<file path="config.mk">
export PLATFORM = sky130hd
export DESIGN_NAME = seg_scan_display_flat
export DESIGN_NICKNAME = d
export VERILOG_FILES = /design/src/rtl/seg7_pkg.sv /design/src/rtl/seg_scan_display_if.sv /design/src/rtl/seg7_decoder.sv /design/src/rtl/seg_scan_display.sv /design/src/flat_wrapper.sv
export SDC_FILE = /design/constraint.sdc
export NUM_CORES = 1
export LEC_CHECK = 0
export ABC_AREA = 1
export BUFFER_PORTS_ARGS = -buffer_cell sky130_fd_sc_hd__buf_2
export CAP_MARGIN = 20
export CORE_AREA = 2 2 90 92
export CTS_CLUSTER_DIAMETER = 120
export CTS_CLUSTER_SIZE = 25
export DETAILED_ROUTE_END_ITERATION = 16
export DIE_AREA = 0 0 92 94
export PLACE_DENSITY = 0.68
export RECOVER_POWER = 25
export SYNTH_ARGS = -nofsm -noshare
export SYNTH_HDL_FRONTEND = slang
export SYNTH_HIERARCHICAL = 1
export SYNTH_SLANG_ARGS = --single-unit
export TNS_END_PERCENT = 20
</file>
<file path="constraint.sdc">
create_clock -name clk -period 3 [get_ports clk]
set_clock_uncertainty 0.05 [all_clocks]
set_input_delay 0.45 -clock clk [delete_from_list [all_inputs] [get_ports clk]]
set_output_delay 0.45 -clock clk [all_outputs]
set_load 0.1 [all_outputs]
</file>
<file path="src/rtl/seg7_pkg.sv">
// seg7_pkg: seven-segment encoding, blank pattern and display mode type.
package seg7_pkg;

  typedef enum logic {MODE_STATIC = 1'b0, MODE_SCAN = 1'b1} mode_e;

  localparam logic [6:0] SEG_BLANK = 7'b1111111;

  // Active-low {a..g}; a 0 bit lights that segment.
  function automatic logic [6:0] seg7_decode(input logic [3:0] v);
    case (v)
      4'h0: return 7'b0000001;
      4'h1: return 7'b1001111;
      4'h2: return 7'b0010010;
      4'h3: return 7'b0000110;
      4'h4: return 7'b1001100;
      4'h5: return 7'b0100100;
      4'h6: return 7'b0100000;
      4'h7: return 7'b0001111;
      4'h8: return 7'b0000000;
      4'h9: return 7'b0000100;
      4'ha: return 7'b0001000;
      4'hb: return 7'b1100000;
      4'hc: return 7'b0110001;
      4'hd: return 7'b1000010;
      4'he: return 7'b0110000;
      default: return 7'b0111000;
    endcase
  endfunction

endpackage

</file>
<file path="src/rtl/seg_scan_display_if.sv">
// seg_scan_display_if: board-side controls and display pins of the scanned display.
interface seg_scan_display_if #(parameter int NUM_DIGITS = 8);
  localparam int SEL_W = $clog2(NUM_DIGITS);
  logic [3:0] num;
  logic [SEL_W-1:0] sel;
  logic write;
  logic blank;
  logic mode;
  logic a, b, c, d, e, f, g;
  logic [NUM_DIGITS-1:0] an;
  logic [SEL_W-1:0] scan_idx;
  modport master(
    output num, sel, write, blank, mode,
    input a, b, c, d, e, f, g, an, scan_idx
  );
  modport slave(
    input num, sel, write, blank, mode,
    output a, b, c, d, e, f, g, an, scan_idx
  );
endinterface

</file>
<file path="src/rtl/seg7_decoder.sv">
// seg7_decoder: combinational hex to active-low seven-segment pattern.
module seg7_decoder
  import seg7_pkg::*;
(
  input  logic [3:0] value,
  output logic [6:0] seg
);
  assign seg = seg7_decode(value);
endmodule

</file>
<file path="src/rtl/seg_scan_display.sv">
// seg_scan_display: per-digit hex/enable store driving a static or time-multiplexed display.
module seg_scan_display
  import seg7_pkg::*;
#(
  parameter int NUM_DIGITS  = 8,
  parameter int REFRESH_DIV = 100000
) (
  input logic clk,
  input logic reset,
  seg_scan_display_if.slave bus
);
  localparam int SEL_W = $clog2(NUM_DIGITS);
  localparam int PRESC_W = $clog2(REFRESH_DIV);
  // Storage is padded to a power of two so any sel/idx indexes in range; the pad stays disabled.
  localparam int DEPTH = 1 << SEL_W;
  localparam logic [SEL_W:0] NUM = (SEL_W + 1)'(NUM_DIGITS);
  localparam logic [SEL_W-1:0] LAST = SEL_W'(NUM_DIGITS - 1);
  localparam logic [PRESC_W-1:0] TERM = PRESC_W'(REFRESH_DIV - 1);

  logic [3:0] digits [DEPTH];
  logic [DEPTH-1:0] en;
  logic [PRESC_W-1:0] pre;
  logic [SEL_W-1:0] scan, sel_q, idx;
  mode_e mode_q, mode_in;
  logic sel_ok, lit;
  logic [6:0] dec, seg_q;
  logic [NUM_DIGITS-1:0] an_q;

  assign mode_in = mode_e'(bus.mode);
  assign sel_ok = {1'b0, bus.sel} < NUM;
  assign idx = mode_q == MODE_SCAN ? scan : sel_q;
  assign lit = en[idx];

  seg7_decoder u_dec (
    .value(digits[idx]),
    .seg  (dec)
  );

  always_ff @(posedge clk) begin
    if (reset) begin
      for (int i = 0; i < DEPTH; i++) digits[i] <= '0;
      en     <= '0;
      pre    <= '0;
      scan   <= '0;
      sel_q  <= '0;
      mode_q <= MODE_STATIC;
      seg_q  <= SEG_BLANK;
      an_q   <= '1;
    end else begin
      if (bus.write && sel_ok) begin
        digits[bus.sel] <= bus.num;
        en[bus.sel]     <= 1'b1;
      end else if (bus.blank && sel_ok) begin
        en[bus.sel] <= 1'b0;
      end
      sel_q  <= bus.sel;
      mode_q <= mode_in;
      // A mode edge restarts the scan at digit 0 with a full dwell.
      if (mode_in != mode_q || mode_in == MODE_STATIC) begin
        pre  <= '0;
        scan <= '0;
      end else if (pre == TERM) begin
        pre  <= '0;
        scan <= scan == LAST ? '0 : scan + 1'b1;
      end else begin
        pre <= pre + 1'b1;
      end
      seg_q <= lit ? dec : SEG_BLANK;
      an_q  <= lit ? ~(NUM_DIGITS'(1) << idx) : '1;
    end
  end

  assign {bus.a, bus.b, bus.c, bus.d, bus.e, bus.f, bus.g} = seg_q;
  assign bus.an = an_q;
  assign bus.scan_idx = mode_in == MODE_SCAN ? scan : bus.sel;
endmodule

</file>
<file path="src/flat_wrapper.sv">
// flat-port wrapper written by rule: the top's interface ports become plain ports
module seg_scan_display_flat import seg7_pkg::*;
#(
  parameter int NUM_DIGITS  = 8,
  parameter int REFRESH_DIV = 100000
)
  (clk, reset, bus_num, bus_sel, bus_write, bus_blank, bus_mode, bus_a, bus_b, bus_c, bus_d, bus_e, bus_f, bus_g, bus_an, bus_scan_idx);
  seg_scan_display_if #(.NUM_DIGITS(NUM_DIGITS)) bus_i ();
  input logic clk;
  input logic reset;
  input wire logic [$bits(bus_i.num)-1:0] bus_num;
  input wire logic [$bits(bus_i.sel)-1:0] bus_sel;
  input wire logic [$bits(bus_i.write)-1:0] bus_write;
  input wire logic [$bits(bus_i.blank)-1:0] bus_blank;
  input wire logic [$bits(bus_i.mode)-1:0] bus_mode;
  output wire logic [$bits(bus_i.a)-1:0] bus_a;
  output wire logic [$bits(bus_i.b)-1:0] bus_b;
  output wire logic [$bits(bus_i.c)-1:0] bus_c;
  output wire logic [$bits(bus_i.d)-1:0] bus_d;
  output wire logic [$bits(bus_i.e)-1:0] bus_e;
  output wire logic [$bits(bus_i.f)-1:0] bus_f;
  output wire logic [$bits(bus_i.g)-1:0] bus_g;
  output wire logic [$bits(bus_i.an)-1:0] bus_an;
  output wire logic [$bits(bus_i.scan_idx)-1:0] bus_scan_idx;
  assign bus_i.num = bus_num;
  assign bus_i.sel = bus_sel;
  assign bus_i.write = bus_write;
  assign bus_i.blank = bus_blank;
  assign bus_i.mode = bus_mode;
  assign bus_a = bus_i.a;
  assign bus_b = bus_i.b;
  assign bus_c = bus_i.c;
  assign bus_d = bus_i.d;
  assign bus_e = bus_i.e;
  assign bus_f = bus_i.f;
  assign bus_g = bus_i.g;
  assign bus_an = bus_i.an;
  assign bus_scan_idx = bus_i.scan_idx;
  seg_scan_display #(.NUM_DIGITS(NUM_DIGITS), .REFRESH_DIV(REFRESH_DIV)) u_core (.clk(clk), .reset(reset), .bus(bus_i));
endmodule
</file>
==> results.sh <==
export IMPL_grtUsageMet1_pct=25.3
export IMPL_p_leak_nw=1.70
export IMPL_wl_per_cell_um=12.6
export IMPL_cts_root_buf="clkbuf_8"
export IMPL_grt_usage_pct=18.7
export IMPL_status="finished clean"
export IMPL_slew_violations=0
export IMPL_fmaxAchievable_ghz=0.415
export IMPL_fp_row_count=32
export IMPL_crit_slowest_cell="dfxtp_1"
export IMPL_fin_ws_ps=591
export IMPL_crit_type="register to register"
export IMPL_clock_sinks=79
export IMPL_grt_pass1_vias=2800
export IMPL_fin_crit_sh_pct=80.3
export IMPL_overflow=0
export IMPL_dpl_hpwl_mm=5.62
export IMPL_max_slew_margin_rel_pct=48.1
export IMPL_syn_avg_cell_area_sq_um=8.06
export IMPL_gp_congestion=0.869
export IMPL_powerDensity_nw_per_um2=561
export IMPL_seqPwrFrac_pct=50.5
export IMPL_slowest_delay_ps=440
export IMPL_cts_buffers=9
export IMPL_final_cells=607
export IMPL_ir_worst_vdd_mv=0.307
export IMPL_drive_above_1_share_pct=12.3
export IMPL_synth_edf_count=32
export IMPL_crit_path_cell_trace="nand2_1 > nand2_2 > inv_4 > nor2_4 > nand2_1 > nand4_1 > nand2_1 > nand2_1 > inv_1 > ha_1 > nand2_1 > nand3_1 > nand2_1 > inv_1 > nand4_1"
export IMPL_nNetsFinal=522
export IMPL_syn_area_sq_um=3780
export IMPL_worst_path_buf_inv=3
export IMPL_final_common_cell="nand2_1"
export IMPL_r2r_cells=15
export IMPL_clk_pin_slew_ps=90
export IMPL_path_common_cell="nand2_1"
export IMPL_startpoint_type="register"
export IMPL_post_drt_via_cell_ratio=5.12
export IMPL_cts_resized_gates=0
export IMPL_critPathTopFamily="simple AND/OR/NAND/NOR gates"
export IMPL_switching_share_pct=32.9
export IMPL_wl_mm=7.65
export IMPL_vias=3110
export IMPL_cts_max_level=3
export IMPL_antenna_found_initial=0
export IMPL_worstSetupStartpoint="u_core/mode_q$_SDFF_PP0_"
export IMPL_drc_errors=0
export IMPL_synth_seq_cells=79
export IMPL_yosysSeqAreaShare_pct=50.3
export IMPL_insertion_delay_ps=350
export IMPL_p_comb_share_pct=17.6
export IMPL_dr_pass1_iters=5
export IMPL_rr_startpoint="u_core/mode_q$_SDFF_PP0_"
export IMPL_timing_rr_end="u_core/seg_q[3]$_SDFF_PP1_"
export IMPL_grt_pass1_wl_mm=12.7
export IMPL_dieArea_sq_um=8650
export IMPL_pre_cts_ws_ps=589
export IMPL_syn2layout_area_growth_pct=10.5
export IMPL_initial_core_util_pct=49.7
export IMPL_fin_hold_ws_ps=345
export IMPL_pwr_share_clk_pct=32.0
export IMPL_r2r_slack_ps=590
export IMPL_layout_common_cells="132 x nand2_1, 60 x nor2_1, 53 x inv_1, 47 x dfxtp_1, 35 x nand4_1"
export IMPL_ant_nets=0
export IMPL_rsz0062_at_grt="false"
export IMPL_hold_viol=0
export IMPL_synth_cell_types=32
export IMPL_crit_cells=15
export IMPL_pin_count=30
export IMPL_switching_power_uw=769
export IMPL_cp_required_ps=3160
export IMPL_clockBufferDepth=2
export IMPL_cap_violations=0
export IMPL_synth_area_leader_cell="edfxtp_1"
export IMPL_gr_max_usage_layer="met2"
export IMPL_synthCells=469
export IMPL_setup_viol=0
export IMPL_period_minus_slack_ps=2410
export IMPL_first_iter_violations=203
export IMPL_tightest_slew_ps=777
export IMPL_grt_start_max_net_pins=25
export IMPL_tritoncts="done"
export IMPL_min_path_type="primary input to register"
export IMPL_fill_cells=748
export IMPL_endpoint_kind="register"
export IMPL_crit_path_end="u_core/seg_q[3]$_SDFF_PP1_"
export IMPL_fp_dieH_um=94
export IMPL_ys_flop_type="dfxtp_1"
export IMPL_synth_top_area_share_pct=25.4
export IMPL_dp_cells=591
export IMPL_power_mw=2.34
export IMPL_cts_setup_buffers=0
export IMPL_synth_area_leaders="edfxtp_1 25%, dfxtp_1 25%, nand2_1 13%"
export IMPL_syn_nets=491
export IMPL_core_sq_um=7610
export IMPL_cts_hold_fix_buffers=0
export IMPL_cp_max_fo=10
export IMPL_ys_warn_count=6
export IMPL_arrival_ps=2570
export IMPL_grt_util_met2_pct=29.7
export IMPL_ys_async_sr_fraction_pct=0
export IMPL_numPortBuffers=29
export IMPL_use_met3_pct=2.97
export IMPL_die_x_um=92
export IMPL_intPower_mw=1.57
export IMPL_num_antenna_cells=0
-- per-layer routing --
| metal | share of wire [%] | wire, um |
|---|---|---|
| met1 | 48 | 3660 |
| met2 | 46 | 3510 |
| met3 | 4.4 | 340 |
| met4 | 1.7 | 129 |
| met5 | 0 | 0 |
-- power groups by stage --
| stage | sequential [mW] | combinational (mW) | clock [mW] |
|---|---|---|---|
| floorplan | 1.32 | 0.228 | 0 |
| global placement | 1.21 | 0.405 | 0 |
| detailed placement | 1.21 | 0.409 | 0 |
| CTS | 1.18 | 0.409 | 0.766 |
| global route | 1.19 | 0.453 | 0.805 |
| finish | 1.18 | 0.411 | 0.749 |
-- cells by family after synthesis --
logic type                 synth area share, %
and+or+nand+nor                           33.4
DFF                                       50.3
buffers and inverters                     7.75
AOI/OAI and AO/OA                         4.57
adders and majority gates                 3.31
xor gates and xnor gates                 0.695
-- synth_stat cells (2+ instances only) --
master      n
nor3_2      2
nor3_1      5
inv_1      53
nand4_1    35
nand3_1    21
nand2_2     4
nor2_1     60
ha_1       10
nor4_1      7
xor2_1      3
a21oi_1     9
o21ai_2     2
inv_2       4
o31ai_1     7
clkbuf_1    3
nor2_4      4
dfxtp_1    47
buf_6       2
nor3b_1     3
o21ai_0     9
clkinv_1    3
buf_2       4
nand2_1   132
edfxtp_1   32
-- worst min-delay path: stages --
cell	delay, ps
buf_2	130
inv_1	80
nor2_1	40
-- area by class of cell --
cell class	count	area (sq um)	share of cell area [%]
clock inverters	7	62.6	1.50
multi-input cells	319	1580	37.8
inverters	61	231	5.54
well taps	102	128	3.06
flip-flops and latches	79	1900	45.5
repair buffers	30	148	3.54
clock buffers	9	124	2.97
-- per-stage QoR --
stage | setup TNS [ps] | utilization (%) | instance area, sq um
final | 0 | 54.9 | 4180
after global routing | 0 | 54.9 | 4180
after CTS | 0 | 55.0 | 4190
after detailed placement | 0 | 52.6 | 4000
after global placement | 0 | 52.6 | 4000
after floorplan | -899 | - | 3780
-- worst min-delay path by stage --
stage,from,endpoint,slack [ps],cells past startpoint
after global placement,u_core/pre[0]$_SDFF_PP0_,u_core/pre[0]$_SDFF_PP0_,380,1
after global routing,bus_mode,u_core/mode_q$_SDFF_PP0_,370,3
final,bus_mode,u_core/mode_q$_SDFF_PP0_,350,3
after floorplan,u_core/pre[0]$_SDFF_PP0_,u_core/pre[0]$_SDFF_PP0_,370,1
after detailed placement,u_core/pre[0]$_SDFF_PP0_,u_core/pre[0]$_SDFF_PP0_,390,1
after CTS,bus_mode,u_core/mode_q$_SDFF_PP0_,340,3
(Power assumes the default switching activity.)
